--- src/rtl/disp7s_scan_pkg.sv ---
// disp7s_scan_pkg: shared FSM states, segment table and width helpers for the display scanner
package disp7s_scan_pkg;
    typedef enum logic [1:0] {ST_IDLE, ST_SHOW, ST_GAP} state_t;
    // Segment patterns a..g (bit6..bit0), entry n is hex digit n
    localparam logic [15:0][6:0] SEG_TAB = {
        7'h47, 7'h4F, 7'h3D, 7'h4E, 7'h1F, 7'h77, 7'h7B, 7'h7F,
        7'h70, 7'h5F, 7'h5B, 7'h33, 7'h79, 7'h6D, 7'h30, 7'h7E
    };
    function automatic int width_of(input int n);
        return (n > 1) ? $clog2(n) : 1;
    endfunction
endpackage

--- src/rtl/disp7s_scan_if.sv ---
// disp7s_scan_if: control/data inputs and display outputs of the scanner
//   master: drives en, load, data, blank_lz; observes seg, dig_en, frame_done, busy
//   slave : the scanner side
interface disp7s_scan_if #(parameter int NDIG = 4);
    logic              en;
    logic              load;
    logic [4*NDIG-1:0] data;
    logic              blank_lz;
    logic [6:0]        seg;
    logic [NDIG-1:0]   dig_en;
    logic              frame_done;
    logic              busy;
    modport master(output en, load, data, blank_lz, input seg, dig_en, frame_done, busy);
    modport slave(input en, load, data, blank_lz, output seg, dig_en, frame_done, busy);
endinterface

--- src/rtl/disp7s.sv ---
// disp7s: hex nibble to 7-segment pattern (nib in, seg out, active-high, bit6=a .. bit0=g)
module disp7s
    import disp7s_scan_pkg::*;
(
    input  logic [3:0] nib,
    output logic [6:0] seg
);
    assign seg = SEG_TAB[nib];
endmodule

--- src/rtl/disp7s_scan.sv ---
// disp7s_scan: multiplexed NDIG-digit 7-segment scanner with frame-synchronous update
//   clk, rst_n : clock, async active-low reset
//   bus        : en/load/data/blank_lz in; seg/dig_en/frame_done/busy out (all registered)
module disp7s_scan
    import disp7s_scan_pkg::*;
#(
    parameter int NDIG = 4,
    parameter int DIV  = 50000,
    parameter int GAP  = 2
)
(
    input  logic          clk,
    input  logic          rst_n,
    disp7s_scan_if.slave  bus
);
    localparam int IW = width_of(NDIG);
    localparam int PW = width_of(DIV);

    state_t            state, state_n;
    logic [PW-1:0]     cnt, cnt_n;
    logic [IW-1:0]     idx, idx_n;
    logic [4*NDIG-1:0] disp, pend;
    logic [3:0]        nib;
    logic [6:0]        dec, seg_n;
    logic [NDIG-1:0]   dig_n;
    logic              slot_end, frame_end, commit, blank, on;

    assign slot_end  = state == ST_GAP && cnt == PW'(DIV - 1);
    assign frame_end = bus.en && slot_end && idx == IW'(NDIG - 1);
    // Display register only changes at a frame boundary or when scanning starts
    assign commit    = bus.en && (state == ST_IDLE || frame_end);

    always_ff @(posedge clk or negedge rst_n) begin
        if (!rst_n) begin
            state <= ST_IDLE;
            cnt   <= '0;
            idx   <= '0;
        end else begin
            state <= state_n;
            cnt   <= cnt_n;
            idx   <= idx_n;
        end
    end

    always_comb begin
        state_n = !bus.en ? ST_IDLE :
                  state == ST_IDLE ? ST_SHOW :
                  state == ST_SHOW ? (cnt == PW'(DIV - GAP - 1) ? ST_GAP : ST_SHOW) :
                  slot_end ? ST_SHOW : ST_GAP;
        cnt_n   = (state_n == ST_IDLE || state == ST_IDLE || cnt == PW'(DIV - 1)) ? '0 : cnt + 1'b1;
        idx_n   = state_n == ST_IDLE ? '0 :
                  slot_end ? (idx == IW'(NDIG - 1) ? '0 : idx + 1'b1) : idx;
    end

    disp7s u_dec (.nib(nib), .seg(dec));

    // Outputs are computed from the current state and registered, so they lag it by one cycle
    always_comb begin
        nib   = disp[{idx, 2'b00} +: 4];
        blank = bus.blank_lz && idx != '0 && (disp >> {idx, 2'b00}) == '0;
        on    = state == ST_SHOW && bus.en;
        seg_n = (on && !blank) ? dec : '0;
        dig_n = on ? NDIG'(1) << idx : '0;
    end

    always_ff @(posedge clk or negedge rst_n) begin
        if (!rst_n) begin
            pend           <= '0;
            disp           <= '0;
            bus.busy       <= 1'b0;
            bus.seg        <= '0;
            bus.dig_en     <= '0;
            bus.frame_done <= 1'b0;
        end else begin
            if (bus.load)
                pend <= bus.data;
            // A load coinciding with a commit bypasses pending and goes straight to display
            if (commit)
                disp <= bus.load ? bus.data : pend;
            bus.busy       <= commit ? 1'b0 : (bus.load | bus.busy);
            bus.seg        <= seg_n;
            bus.dig_en     <= dig_n;
            bus.frame_done <= frame_end;
        end
    end
endmodule

--- src/flat_wrapper.sv ---
// flat-port wrapper written by rule: the top's interface ports become plain ports
module disp7s_scan_flat import disp7s_scan_pkg::*;
#(
    parameter int NDIG = 4,
    parameter int DIV  = 50000,
    parameter int GAP  = 2
)
  (clk, rst_n, bus_en, bus_load, bus_data, bus_blank_lz, bus_seg, bus_dig_en, bus_frame_done, bus_busy);
  disp7s_scan_if #(.NDIG(NDIG)) bus_i ();
  input  logic clk;
  input  logic rst_n;
  input wire logic [$bits(bus_i.en)-1:0] bus_en;
  input wire logic [$bits(bus_i.load)-1:0] bus_load;
  input wire logic [$bits(bus_i.data)-1:0] bus_data;
  input wire logic [$bits(bus_i.blank_lz)-1:0] bus_blank_lz;
  output wire logic [$bits(bus_i.seg)-1:0] bus_seg;
  output wire logic [$bits(bus_i.dig_en)-1:0] bus_dig_en;
  output wire logic [$bits(bus_i.frame_done)-1:0] bus_frame_done;
  output wire logic [$bits(bus_i.busy)-1:0] bus_busy;
  assign bus_i.en = bus_en;
  assign bus_i.load = bus_load;
  assign bus_i.data = bus_data;
  assign bus_i.blank_lz = bus_blank_lz;
  assign bus_seg = bus_i.seg;
  assign bus_dig_en = bus_i.dig_en;
  assign bus_frame_done = bus_i.frame_done;
  assign bus_busy = bus_i.busy;
  disp7s_scan #(.NDIG(NDIG), .DIV(DIV), .GAP(GAP)) u_core (.clk(clk), .rst_n(rst_n), .bus(bus_i));
endmodule
--- config.mk ---
export PLATFORM = sky130hd
export DESIGN_NAME = disp7s_scan_flat
export DESIGN_NICKNAME = d
export VERILOG_FILES = /design/src/rtl/disp7s_scan_pkg.sv /design/src/rtl/disp7s_scan_if.sv /design/src/rtl/disp7s.sv /design/src/rtl/disp7s_scan.sv /design/src/flat_wrapper.sv
export SDC_FILE = /design/constraint.sdc
export NUM_CORES = 1
export LEC_CHECK = 0
export BUFFER_PORTS_ARGS = -buffer_cell sky130_fd_sc_hd__buf_2
export CORE_MARGIN = 5
export CORE_UTILIZATION = 45
export CTS_BUF_LIST = sky130_fd_sc_hd__clkbuf_8
export DETAILED_ROUTE_END_ITERATION = 8
export PLACE_DENSITY = 0.66
export SETUP_SLACK_MARGIN = 0.02
export SLEW_MARGIN = 20
export SYNTH_ARGS = -nofsm -noshare
export SYNTH_HDL_FRONTEND = slang
export SYNTH_SLANG_ARGS = --single-unit
export TNS_END_PERCENT = 30
--- constraint.sdc ---
create_clock -name clk -period 2.57 [get_ports clk]
set_input_delay 0.3855 -clock clk [delete_from_list [all_inputs] [get_ports clk]]
set_output_delay 0.3855 -clock clk [all_outputs]
set_load 0.05 [all_outputs]
Word level (Yosys, flattened, before mapping). Memory sizes are Yosys's and may differ from the RTL's. Cells that the tools add are included.

Register bits after elaboration: 65. Bits in read-only memories: 112. Word-level logic and storage cells: 53. Memories: 1.

Add/subtract/negate cells: 2. Order comparisons: 1. Eq/ne operators: 5. Shifts and indexed selects: 3. Mux-type cells: 14. Bitwise gates (word level): 1. Reduce and logical (&&, ||, !) cells: 17.

Memories: (name not given) (words 16, width 7, read ports 1, clocked after Yosys merged registers in 0, wr ports 0, line disp7s.sv:8) `assign seg = SEG_TAB[nib];`.

Operators with widths (number): $eq 16x16->1 const B (2); $mux 16 (2); $add 16x1->16 const B (1); $logic_not 16->1 (1); $mux 2 (8); $shiftx 16x5->4 (1); $shr 16x4->16 (1); $mux 7 (2); $logic_and 1x1->1 (8); $lt 4x5->1 const B (1); $eq 2x2->1 const B (2); $logic_not 2->1 (2); $mux 4 (1); $reduce_bool 2->1 (2); $shl 1x2->4 const A (1); $logic_or 1x1->1 (3); $add 2x1->2 const B (1); $eq 2x1->1 const B (1); $logic_not 1->1 (1); $mux 1 (1); $or 1x1->1 (1).

Longest topological paths before layout. Gate-level depths: netlist of run 1.

Depth in word-level cells: 10. Gate-level depth with buffers: 8.

Modules after synthesis. From an unflattened synthesis of run 1, not the netlist that was laid out.

Cells, all modules: 350. Area total of the unflattened synthesis: 3618.5 µm².

Modules (own cells, without submodules): disp7s_scan (instances 1, cells each 317, area each 3330.7 µm², seq. area each 1626.6 µm²); disp7s (instances 1, cells each 33, area each 287.8 µm², seq. area each 0.0 µm²).

Worst setup path after synthesis of run 1. OpenSTA, ideal clock, no wires.

Kind: reg-to-reg. From: register u_core.idx[0]. To: register u_core.bus.seg[1]. Setup time: 0.144 ns. Data arrival time: 2.053 ns. Required time: 2.426 ns. Slack: 0.373 ns. Cell stages (with the launch flop): 8. Buffers on the path: 1. Path through: dfrtp_1 buf_4 mux4_2 inv_1 ha_1 nand2_1 a211oi_2 nor3_1.

Cells in the longest elaborated chain, start to end: 6. Elaborated cells on any way between the ends: 11. Those cells by class: shift: 2; mux: 2; reduce/logical: 6; memory: 1.

RTL lines: from (decl) (line disp7s_scan.sv:21) `logic [IW-1:0] idx, idx_n;`; from (signal assigned) (line disp7s_scan.sv:41) `idx <= idx_n;`; parallel branches: the longest is 5 deep, another holds $mem_v2 16x7; $mux 7 (*) (line disp7s_scan.sv:62) `seg_n = (on && !blank) ? dec : '0;`; net u_core.seg_n[1] (line disp7s_scan.sv:24) `logic [6:0] dec, seg_n;`; to (signal assigned) (line disp7s_scan.sv:81) `bus.seg <= seg_n;`; to (decl) (line disp7s_scan_if.sv:14) `modport slave(input en, load, data, blank_lz, output seg, dig_en, frame_done, busy);`.

Mark *: on every way through the listed nets, which the timed path passes. The select of a mux whose other input is x is not followed. A chain may end at the register's enable or synchronous reset.

Final worst setup path of run 1. Same ends and word-level chain as after synthesis.

==> results of run 1 <==
-- per-layer routing --
| metal | up-vias | part of all wire, % | GRT usage [%] |
|---|---|---|---|
| met2 | 34 | 45 | 21.25 |
| met1 | 1012 | 50 | 20.86 |
| li1 | 1006 | - | - |
| met5 | - | 0 | 0 |
| met4 | 0 | 2.0 | 7.583 |
| met3 | 9 | 3.8 | 3.946 |
-- critical path: cells and delay by family (launching register included) --
family | cells | cell delay (ps)
AND/OR/NAND/NOR | 2 | 180
multiplexers | 1 | 590
adder cells (fa/ha/maj) | 1 | 180
flip-flops | 1 | 410
buffers and inverters | 1 | 160
AO/OA/AOI/OAI | 1 | 540
-- final timing paths --
kind,end,depth (start not counted)
max in group asynchronous,u_core.idx[1]$_DFFE_PN0P_,2
hold / removal,u_core.pend[2]$_DFF_PN0_,1
setup reg to reg,u_core.bus.seg[1]$_DFF_PN0_,6
min in group clk,u_core.pend[6]$_DFF_PN0_,2
setup / recovery,u_core.bus.seg[1]$_DFF_PN0_,6
hold reg to reg,u_core.bus.busy$_DFF_PN0_,2
-- cells in the final DEF, fill, tap and decap left out, types with 3 or more instances in the layout --
cell type and instances:
and3_1 3, nand3_1 3, clkbuf_8 11, nand4_1 5
dfrtp_1 65, buf_2 33, xnor2_1 5, mux2_2 23
mux2i_1 4, mux4_2 7, inv_1 12, o21ai_0 5
or3_1 4, mux2_4 9, o21a_1 3, ha_1 12
and2_1 6, a21oi_1 5, nor4_1 4, xor2_1 9
nand2b_1 6, nor3_1 7, nand2_1 5, nor2_1 18
-- layout make-up --
cell class	instances	area share, %
clock buffer	11	3.995
clock inverter	5	2.047
inverter	12	1.189
multi-input combinational	173	41.30
sequential	65	42.92
tap	99	3.268
timing repair buffer	36	5.282
-- per-stage QoR --
stage / total power, W / utilization [%] / cells / hold slack [ps]
floorplan: 0.001542 / - / 259 / 89.91
global placement: 0.001657 / 49.36 / 385 / 421.9
detailed placement: 0.001661 / 49.36 / 385 / 421.1
CTS: 0.002658 / 52.53 / 401 / 48.10
global route: 0.002744 / 52.53 / 401 / 82.94
finish: 0.002619 / 52.53 / 401 / 33.81
-- logic make-up (layout without fill, tap and decap cells) --
family                     after synthesis  in the layout
AOI/OAI and AO/OA                       25             25
xor gates and xnor gates                14             14
adders and majority gates               12             12
buffers and inverters                   21             64
DFF                                     65             65
muxes                                   43             43
and+or+nand+nor                         79             79
-- flip-flops by register name (all words and copies together), names as in the netlist --
name                   cells
u_core.bus.seg             7
u_core.pend               16
u_core.idx                 2
u_core.cnt                16
u_core.state               2
u_core.bus.frame_done      1
u_core.bus.dig_en          4
u_core.bus.busy            1
u_core.disp               16
-- power breakdown --
group	internal (W)	leakage, nW	switching, W
clock network	0.000595	0.115	0.000385
logic	0.000218	0.734	0.000235
registers	0.00111	0.824	0.0000721
total	0.00193	1.67	0.000692
==> metrics.log, run 1 <==
[metrics] critical setup path kind: reg2reg
[metrics] wire length of the first global-routing pass: between 10000 and 15000 um
[metrics] part of the cycle the worst path needs: 86.90%
[metrics] origin of the critical flop-to-flop path: u_core.idx[0]$_DFFE_PN0P_
[metrics] Die Width: ~96 um
[metrics] Row Count: 31
[metrics] Final setup violation count: 0
[metrics] half-perimeter wire length after detailed placement: 4317 um
[metrics] Detailed Routing Iterations Pass 1: 4
[metrics] clock sink total: 65
[metrics] Net Count, Synth: 292
[metrics] required time of the critical path: 2760 ps
[metrics] clock slew seen by the registers of the worst setup and hold paths: roughly 70 ps
[metrics] number of hold violations in the final report: 0
[metrics] fraction of layout instances using a drive strength above 1: 33.11%
[metrics] Setup WS post-layout: 336.6 ps
[metrics] Worst path max stage delay: 590 ps
[metrics] sequential cell area fraction in the yosys report: between 40% and 50%
[metrics] Sequential Area: around 1600 sq um
[metrics] final-stage net count: 330
[metrics] Ports: 34
[metrics] Max Clock Freq: ~450 MHz
[metrics] per-cell via count in the routed design: 5.140
[metrics] multiplexer share of the synthesized area: 17.92%
[metrics] Post-synth EDFFs: 0
[metrics] top cells by area, synth: dfrtp_1 49%, mux2_2 7.8%, mux4_2 4.8%
[metrics] Slowest-stage cell, CP: mux4_2
[metrics] number of design-rule violations left by the first detailed-router iteration: 105
[metrics] accumulated negative setup slack: 0 ps
[metrics] antenna violations before repair: 0
[metrics] core outline area: between 7000 and 8000 sq um
[metrics] Multi-input gate area: roughly 1600 sq um
[metrics] fraction of registers with async set or reset after synthesis: 100.0%
[metrics] setup repair after global routing missed its margin: no
[metrics] kind of path behind the tightest hold check: in2async
[metrics] adder and majority gate portion of the synthesized area: 4.545%
[metrics] maximum number of pins on one net before global-route repair: 42
[metrics] CTS Root Buffer Type: clkbuf_8
[metrics] Leak: 1.674 nW
[metrics] synthesized instance count: 259
[metrics] complex-gate fraction of the synthesized area: 5.985%
[metrics] startpoint types: flop
[metrics] layout overhead on the synthesized area: 14.73%
[metrics] starting utilization of the core area: 45.79%
[metrics] number of fill cells: 644
[metrics] count leader, synth: dfrtp_1
[metrics] height of the chip: 95.68 um
[metrics] library cells used by synthesis: 50
[metrics] number of buffers inserted by hold repair at cts: 0
[metrics] crit path capture type: flop
[metrics] routed wire length: 5979 um
[metrics] Post-synth top cells: 65 x dfrtp_1, 23 x mux2_2, 18 x nor2_1
[metrics] worst-case vdd ir drop: 0.3067 mV
[metrics] design area: approximately 3800 sq um
[metrics] GP Congestion: 0.8702
[metrics] area share of the largest cell type after synthesis: 49.24%
[metrics] Setup Fix Bufs, Post-CTS: 0
[metrics] number of violations of the max-capacitance limit: 0
[metrics] overall track demand over capacity in global routing: 14.93%
[metrics] timing startpoint of the critical path: u_core.idx[0]$_DFFE_PN0P_
[metrics] DP Worst Slack: 373.6 ps
[metrics] number of inserted diodes: 0
[metrics] DR DRC count: 0
[metrics] R2R Setup Slk: 340 ps
[metrics] Syn Std Cell Area: between 3000 and 4000 sq um
[metrics] largest family of logic cells by synthesized area: multiplexers
[metrics] area fraction in and, or, nand and nor cells after synthesis: 15.23%
[metrics] clock tree from TritonCTS: yes
[metrics] transition time of the tightest slew-check pin: roughly 630 ps
[metrics] primary flip-flop cell chosen by synthesis mapping: dfrtp_1
[metrics] wire length per cell: 14.91 um
[metrics] Max-slew headroom: 57.92%
[metrics] vias in the first global route: 2118
[metrics] max-slew violation count: 0
[metrics] number of routed nets with antenna violations: 0
[metrics] global route overflow: 0
[metrics] worst endpoint data arrival time: about 2400 ps
[metrics] clock buffers created by TritonCTS: 9
[metrics] Synth Area per Inst: 12.75 sq um
[metrics] cell taking the most area after synthesis: dfrtp_1
[metrics] worst-path cell chain: mux4_2 > inv_1 > ha_1 > nand2_1 > a211oi_2 > nor3_1
[metrics] count of yosys warnings during synthesis: 0
[metrics] clock latency on the worst-skew pair: ~340 ps
[metrics] Post-Synth XOR/XNOR Area: 3.712%
[metrics] Critical Path Fanout Max: 7
[metrics] H-tree Lvls: 3
[metrics] number of I/O port buffers: 33
[metrics] post-synthesis sequential element count: 65
[metrics] placement-stage cell area: 3561 sq um
[metrics] clock period minus final worst setup slack: approximately 2200 ps
[metrics] run status: finished, final reports clean
[metrics] die area: approximately 9000 sq um
[metrics] Fin Clk Skew: between 10 and 15 ps
[metrics] Bufs on Longest Clock Path: 2
[metrics] Resized cells post-CTS: 0
[metrics] DR vias: 2061
[metrics] Pwr per Cell Area: 691.2 nW/um^2
Power figures use the tool's default switching activity.
==> run 2, diff against run 1 <==
Settings changed: ABC_AREA from default to 1.
==> run 2 against run 1 <==
Flip-flop and latch count stayed put. Cell count is 31% higher. Clock power is 7.4% lower. Via count is 22% higher.
==> metrics.log, run 2 <==
[metrics] run status: finished, final reports clean
[metrics] Post-synth EDFFs: 0 (unchanged)
[metrics] routed wire length: 6346 um (+6.1%)
[metrics] GP Congestion: 0.8981 (+3.2%)
[metrics] layout overhead on the synthesized area: 14.51%
[metrics] overall track demand over capacity in global routing: 15.67% (+0.74 points)
[metrics] part of the cycle the worst path needs: 80.58% (-6.3 points)
[metrics] fraction of registers with async set or reset after synthesis: 100.0% (unchanged)
[metrics] DR DRC count: 0 (unchanged)
[metrics] Final setup violation count: 0 (unchanged)
[metrics] half-perimeter wire length after detailed placement: 4778 um (+11%)
[metrics] Post-synth top cells: 101 x nand2_1, 65 x dfrtp_1, 49 x nor2_1
[metrics] clock sink total: 65 (unchanged)
[metrics] kind of path behind the tightest hold check: in2async
[metrics] wire length of the first global-routing pass: 11130 um (+8.3%)
[metrics] clock tree from TritonCTS: yes
[metrics] max-slew violation count: 0 (unchanged)
[metrics] design area: 3791 sq um (about the same)
[metrics] per-cell via count in the routed design: 4.775 (-7.1%)
[metrics] final-stage net count: 454 (+38%)
[metrics] core outline area: 7214 sq um (unchanged)
[metrics] number of I/O port buffers: 33 (unchanged)
[metrics] Resized cells post-CTS: 0 (unchanged)
[metrics] height of the chip: 95.78 um (+0.10%)
[metrics] cell taking the most area after synthesis: dfrtp_1
[metrics] H-tree Lvls: 3 (unchanged)
[metrics] clock period minus final worst setup slack: 2071 ps (-162.5 ps)
[metrics] transition time of the tightest slew-check pin: 587.2 ps (-44.11 ps)
[metrics] number of routed nets with antenna violations: 0 (unchanged)
[metrics] Net Count, Synth: 414 (+42%)
[metrics] primary flip-flop cell chosen by synthesis mapping: dfrtp_1
[metrics] library cells used by synthesis: 30 (-40%)
[metrics] DR vias: 2507 (+22%)
[metrics] largest registers: u_core.cnt x16, u_core.disp x16, u_core.pend x16
[metrics] required time of the critical path: 2830 ps (+70 ps)
[metrics] clock buffers created by TritonCTS: 9 (unchanged)
[metrics] die area: 9173 sq um (+0.21%)
[metrics] Setup WS post-layout: 499.1 ps (+162.5 ps)
[metrics] fraction of layout instances using a drive strength above 1: 19.95% (-13 points)
[metrics] commonest non-fill, non-tap cell in the layout: nand2_1
[metrics] critical setup path kind: reg2reg
[metrics] worst endpoint data arrival time: 2330 ps (-90 ps)
[metrics] Synth Area per Inst: 8.689 sq um (-32%)
[metrics] Critical Path Fanout Max: 10 (+3)
[metrics] starting utilization of the core area: 45.89% (+0.10 points)
[metrics] Row Count: 31 (unchanged)
[metrics] number of inserted diodes: 0 (unchanged)
[metrics] clock latency on the worst-skew pair: 340 ps (about the same)
[metrics] antenna violations before repair: 0 (unchanged)
[metrics] area share of the largest cell type after synthesis: 49.13% (-0.11 points)
[metrics] clock slew seen by the registers of the worst setup and hold paths: 70 ps (about the same)
[metrics] Pwr per Cell Area: 636.1 nW/um^2 (-8.0%)
[metrics] startpoint types: flop
[metrics] Max-slew headroom: 60.76% (+2.8 points)
[metrics] global route overflow: 0 (unchanged)
[metrics] sequential cell area fraction in the yosys report: 49.13% (-0.11 points)
[metrics] commonest cells after routing, fill and taps aside: 101 x nand2_1, 65 x dfrtp_1, 49 x nor2_1, 42 x nand3_1, 33 x buf_2
[metrics] number of hold violations in the final report: 0 (unchanged)
[metrics] number of violations of the max-capacitance limit: 0 (unchanged)
[metrics] number of buffers inserted by hold repair at cts: 0 (unchanged)
[metrics] accumulated negative setup slack: 0 ps (unchanged)
[metrics] maximum number of pins on one net before global-route repair: 28 (-33%)
[metrics] number of design-rule violations left by the first detailed-router iteration: 73 (-30%)
[metrics] setup repair after global routing missed its margin: no
[metrics] top cells by area, synth: dfrtp_1 49%, nand2_1 11%, nand3_1 6.3%
[metrics] Ports: 34 (unchanged)
[metrics] worst-case vdd ir drop: 0.4337 mV (+41%)
[metrics] vias in the first global route: 2439 (+15%)
[metrics] count leader, synth: nand2_1
[metrics] Syn Std Cell Area: 3311 sq um (+0.23%)
[metrics] Fin Clk Skew: 9.880 ps (-0.3168 ps)
[metrics] Setup Fix Bufs, Post-CTS: 0 (unchanged)
[metrics] Max Clock Freq: 482.9 MHz (+7.8%)
[metrics] Leak: 1.906 nW (+14%)
[metrics] DP Worst Slack: 494.6 ps (+120.9 ps)
[metrics] Die Width: 95.78 um (+0.10%)
[metrics] count of yosys warnings during synthesis: 0 (unchanged)
[metrics] crit path capture type: flop
[metrics] placement-stage cell area: 3577 sq um (+0.46%)
[metrics] CTS Root Buffer Type: clkbuf_8
[metrics] post-synthesis sequential element count: 65 (unchanged)
[metrics] wire length per cell: 12.09 um (-19%)
[metrics] Bufs on Longest Clock Path: 2 (unchanged)
[metrics] synthesized instance count: 381 (+47%)
[metrics] Detailed Routing Iterations Pass 1: 4 (unchanged)
[run 2: cell types whose count changed in the layout (fill, tap and decap cells not counted), sizes merged, moves of 6 or more]
cell and delta:
nand2 +107, nand3 +40, nor2 +33, inv +18, mux2 -16, mux4 -7
nand2b -6
[run 2: cell type report]
type	count	area, sq um
Sequential cell	65	1627
Fill cell	723	3423
Clock inverter	5	62.56
Inverter	31	116.4
Timing Repair Buffer	38	202.7
Clock buffer	11	151.4
Tap cell	99	123.9
Multi-Input combinational cell	276	1508
[run 2: logic make-up (layout without fill, tap and decap cells)]
| logic type | Yosys count | in the layout | share of synthesized area [%] |
|---|---|---|---|
| buf+inv | 40 | 85 | 5.329 |
| xor+xnor | 11 | 11 | 2.910 |
| compound gates | 14 | 14 | 2.305 |
| mux | 16 | 16 | 5.442 |
| flops | 65 | 65 | 49.13 |
| simple gates | 223 | 223 | 30.35 |
| fa+ha+maj | 12 | 12 | 4.535 |
[run 2: metrics by stage]
step	power [W]	hold WS (ps)	util, %	cells
detailed placement	0.001526	427.4	49.58	509
global placement	0.001523	421.0	49.58	509
CTS	0.002447	54.33	52.55	525
global route	0.002546	84.27	52.55	525
floorplan	0.001423	89.91	-	381
finish	0.002412	43.30	52.55	525
[run 2: final timing paths]
check                                                from                     endpoint  slack [ps]  cells after the start
min in group clk                              bus_data[5]     u_core.pend[5]$_DFF_PN0_         300                      2
worst min-delay path                                rst_n     u_core.cnt[15]$_DFF_PN0_          40                      1
worst max register to register  u_core.idx[1]$_DFFE_PN0P_  u_core.bus.seg[4]$_DFF_PN0_         500                     11
worst min register to register   u_core.pend[2]$_DFF_PN0_     u_core.pend[2]$_DFF_PN0_         500                      1
max in group asynchronous                           rst_n  u_core.disp[12]$_DFFE_PN0P_        1820                      2
worst max-delay path            u_core.idx[1]$_DFFE_PN0P_  u_core.bus.seg[4]$_DFF_PN0_         500                     11
[run 2: worst max-delay path: stages (launching register included)]
cell and delay [ps]:
dfrtp_1 500, clkinv_1 320, nand3_1 200, nand2_1 160, ha_1 220, inv_1 70
nor2_1 50, nand2_1 60, nor2_1 40, nand3_1 80, nand2_1 160, nor2_1 140
[run 2: layer usage]
layer | GRT usage [%] | vias to the layer above | part of all wire, % | wire [um]
met3 | 4.535 | 4 | 4.6 | 289
met4 | 6.517 | 0 | 0.91 | 58
met5 | 0 | - | 0 | 0
met1 | 20.48 | 1155 | 48 | 3068
li1 | - | 1295 | - | -
met2 | 24.38 | 53 | 46 | 2930
[run 2: power by group]
part	switching [W]	internal (W)
combinational	0.000240	0.000125
sequential	0.0000392	0.00110
clock	0.000402	0.000506
total	0.000681	0.00173
==> run 3, diff against run 2 <==
Clock period 2.57 ns to 2.1 ns, I/O delays scaled along.
==> run 3 against run 2 <==
Power increased by 16%. Clock power increased by 4.1%. Highest routed layer unchanged. Global-route usage increased by 0.20 points. Critical endpoint is now u_core.bus.seg[2]$_DFF_PN0_. Cell area increased by 0.40%.
==> metrics.log, run 3 (same netlist as run 2, synthesis figures left out) <==
[metrics] fraction of power consumed by the clock network: 33.8% (-3.8 points)
[metrics] R2R Setup Slk: 280 ps (-220 ps)
[metrics] Max-slew headroom: 66.59% (+5.8 points)
[metrics] worst endpoint data arrival time: 2040 ps (-290 ps)
[metrics] required time of the critical path: 2320 ps (-510 ps)
[metrics] number of inserted diodes: 0 (unchanged)
[metrics] RR Endpoint: u_core.bus.seg[2]$_DFF_PN0_
[metrics] core outline area: 7214 sq um (unchanged)
[metrics] clock tree from TritonCTS: yes
[metrics] clock sink total: 65 (unchanged)
[metrics] Setup Fix Bufs, Post-CTS: 0 (unchanged)
[metrics] Ports: 34 (unchanged)
[metrics] vias in the first global route: 2543 (+4.3%)
[metrics] wire length per cell: 11.91 um (-1.5%)
[metrics] number of I/O port buffers: 33 (unchanged)
[metrics] overall track demand over capacity in global routing: 15.87% (+0.20 points)
[metrics] family with the most delay on the worst path: simple AND/OR/NAND/NOR gates
[metrics] Worst Hold Margin: 221.5 ps (+178.2 ps)
[metrics] Slowest-stage cell, CP: dfrtp_1
[metrics] commonest non-fill, non-tap cell in the layout: nand2_1
[metrics] clock period minus final worst setup slack: 1820 ps (-250.4 ps)
[metrics] beginning of the worst hold path: bus_data[1]
[metrics] antenna violations before repair: 0 (unchanged)
[metrics] DR vias: 2489 (-0.72%)
[metrics] Multi-input gate area: 1510 sq um (+0.17%)
[metrics] Leak: 1.913 nW (+0.34%)
[metrics] max-slew violation count: 0 (unchanged)
[metrics] commonest cells after routing, fill and taps aside: 100 x nand2_1, 65 x dfrtp_1, 49 x nor2_1, 42 x nand3_1, 33 x buf_2
[metrics] Die Width: 95.78 um (unchanged)
[metrics] Fin Clk Skew: 11.98 ps (+2.096 ps)
[metrics] worst-case vdd ir drop: 0.4369 mV (+0.75%)
[metrics] Critical Path Fanout Max: 14 (+4)
[metrics] setup repair after global routing missed its margin: no
[metrics] accumulated negative setup slack: 0 ps (unchanged)
[metrics] Sequential Area: 1627 sq um (unchanged)
[metrics] routed wire length: 6299 um (-0.74%)
[metrics] number of hold violations in the final report: 0 (unchanged)
[metrics] number of routed nets with antenna violations: 0 (unchanged)
[metrics] global route overflow: 0 (unchanged)
[metrics] H-tree Lvls: 3 (unchanged)
[metrics] Bufs on Longest Clock Path: 2 (unchanged)
[metrics] clock latency on the worst-skew pair: 340 ps (about the same)
[metrics] origin of the critical flop-to-flop path: u_core.idx[0]$_DFFE_PN0P_
[metrics] sequential group share of total power: 50.1% (+2.9 points)
[metrics] number of violations of the max-capacitance limit: 0 (unchanged)
[metrics] GP Congestion: 0.8965 (-0.18%)
[metrics] crit path capture type: flop
[metrics] starting utilization of the core area: 45.89% (unchanged)
[metrics] die area: 9173 sq um (unchanged)
[metrics] Worst Hold Path EP: u_core.pend[1]$_DFF_PN0_
[metrics] largest registers: u_core.cnt x16, u_core.disp x16, u_core.pend x16
[metrics] number of fill cells: 696 (-3.7%)
[metrics] half-perimeter wire length after detailed placement: 4712 um (-1.4%)
[metrics] Sw Pwr: 0.0008293 W (+22%)
[metrics] number of buffers and inverters on the critical path: 2 (unchanged)
[metrics] Pwr per Cell Area: 733.9 nW/um^2 (+15%)
[metrics] Detailed Routing Iterations Pass 1: 4 (unchanged)
[metrics] Max Clock Freq: 549.3 MHz (+14%)
[metrics] worst-path cell chain: buf_4 > nand2_1 > nand3_1 > nand2_1 > ha_1 > inv_1 > nor2_1 > nand2_1 > nor2_1 > nand3_1 > nand2_2 > nor2_1
[metrics] count of cells along the worst hold path: 2
[metrics] part of the power in combinational logic: 16.0% (+0.9 points)
[metrics] layout overhead on the synthesized area: 14.97%
[metrics] kind of path behind the tightest hold check: in2reg
[metrics] startpoint types: flop
[metrics] wire length of the first global-routing pass: 11480 um (+3.2%)
[metrics] FF-to-FF path depth: 12 (+1)
[metrics] maximum number of pins on one net before global-route repair: 45 (+61%)
[metrics] clock slew seen by the registers of the worst setup and hold paths: 70 ps (about the same)
[metrics] final-stage net count: 458 (+0.88%)
[metrics] per-cell via count in the routed design: 4.705 (-1.5%)
[metrics] cell-internal power: 0.001964 W (+13%)
[metrics] run status: finished, final reports clean
[metrics] Worst path max stage delay: 390 ps (-110 ps)
[metrics] clock buffers created by TritonCTS: 9 (unchanged)
[metrics] critical setup path kind: reg2reg
[metrics] number of design-rule violations left by the first detailed-router iteration: 81 (+11%)
[metrics] CTS Root Buffer Type: clkbuf_8
[metrics] height of the chip: 95.78 um (unchanged)
[metrics] transition time of the tightest slew-check pin: 501.1 ps (-86.00 ps)
[metrics] part of the cycle the worst path needs: 86.69% (+6.1 points)
[metrics] Row Count: 31 (unchanged)
[metrics] DR DRC count: 0 (unchanged)
[metrics] Final setup violation count: 0 (unchanged)
[metrics] fraction of layout instances using a drive strength above 1: 20.47% (+0.51 points)
[metrics] switching part of the total: 29.69% (+1.4 points)
## run 3: cell types whose count changed in the layout (fill, tap and decap cells not counted), sizes merged
cell / delta
buf: +3
bufinv: -1
clkbuf: -1
clkinvlp: +1
dlygate4sd3: +1
inv: +1
## run 3: power by group through the flow
stage	combinational, W	clock [W]	sequential [W]
2_1_floorplan	0.000277	0	0.00146
3_3_place_gp	0.000445	0	0.00142
3_5_place_dp	0.000449	0	0.00143
4_1_cts	0.000454	0.000989	0.00140
5_1_grt	0.000518	0.00105	0.00141
6_report	0.000448	0.000945	0.00140
## run 3: final cells by class
class	count	area share (%)
sequential	65	42.74
timing repair buffer	42	6.509
multi-input combinational	276	39.68
tap	99	3.254
inverter	31	3.057
clock inverter	6	1.151
clock buffer	10	3.616
## run 3: what timing repair did
item | CTS | global route
hold endpoints to repair | 21 | 0
setup endpoints to repair | 0 | 6
gates resized for setup | 0 | 1
hold buffers | 1 | 0
## run 3: per-layer routing
metal	global-route usage, %	share of wire (%)	up-vias
li1	-	-	1299
met1	21.26	49	1132
met2	24.67	45	52
met3	5.473	5.3	6
met4	4.028	0.95	0
met5	0	0	-
## run 3: worst reg2reg max path: cells and delay by family (launching register included)
kind | cells | cell delay [ps]
flip-flops | 1 | 390
buffers and inverters | 2 | 230
adder cells (fa/ha/maj) | 1 | 180
AND/OR/NAND/NOR | 9 | 910
## run 3: how the worst max path moves through the flow
stage,from,endpoint,slack [ps],cells past startpoint
finish,u_core.idx[0]$_DFFE_PN0P_,u_core.bus.seg[2]$_DFF_PN0_,280,12
global route,u_core.idx[1]$_DFFE_PN0P_,u_core.bus.seg[1]$_DFF_PN0_,40,10
CTS,u_core.idx[0]$_DFFE_PN0P_,u_core.bus.seg[2]$_DFF_PN0_,230,12
detailed placement,u_core.idx[0]$_DFFE_PN0P_,u_core.bus.seg[2]$_DFF_PN0_,250,12
global placement,u_core.idx[1]$_DFFE_PN0P_,u_core.bus.seg[5]$_DFF_PN0_,310,8
floorplan,u_core.idx[0]$_DFFE_PN0P_,u_core.bus.seg[0]$_DFF_PN0_,340,12
## run 3: metrics by stage
step | util (%) | total power (W) | std cells | setup slack, ps | area (sq um)
after detailed placement | 50.07 | 0.001875 | 512 | 254.3 | 3612
after CTS | 52.72 | 0.002844 | 529 | 232.6 | 3804
after global routing | 52.76 | 0.002980 | 529 | 35.15 | 3806
after floorplan | - | 0.001741 | 381 | 336.2 | 3311
after global placement | 50.07 | 0.001869 | 512 | 309.7 | 3612
final | 52.76 | 0.002793 | 529 | 279.6 | 3806
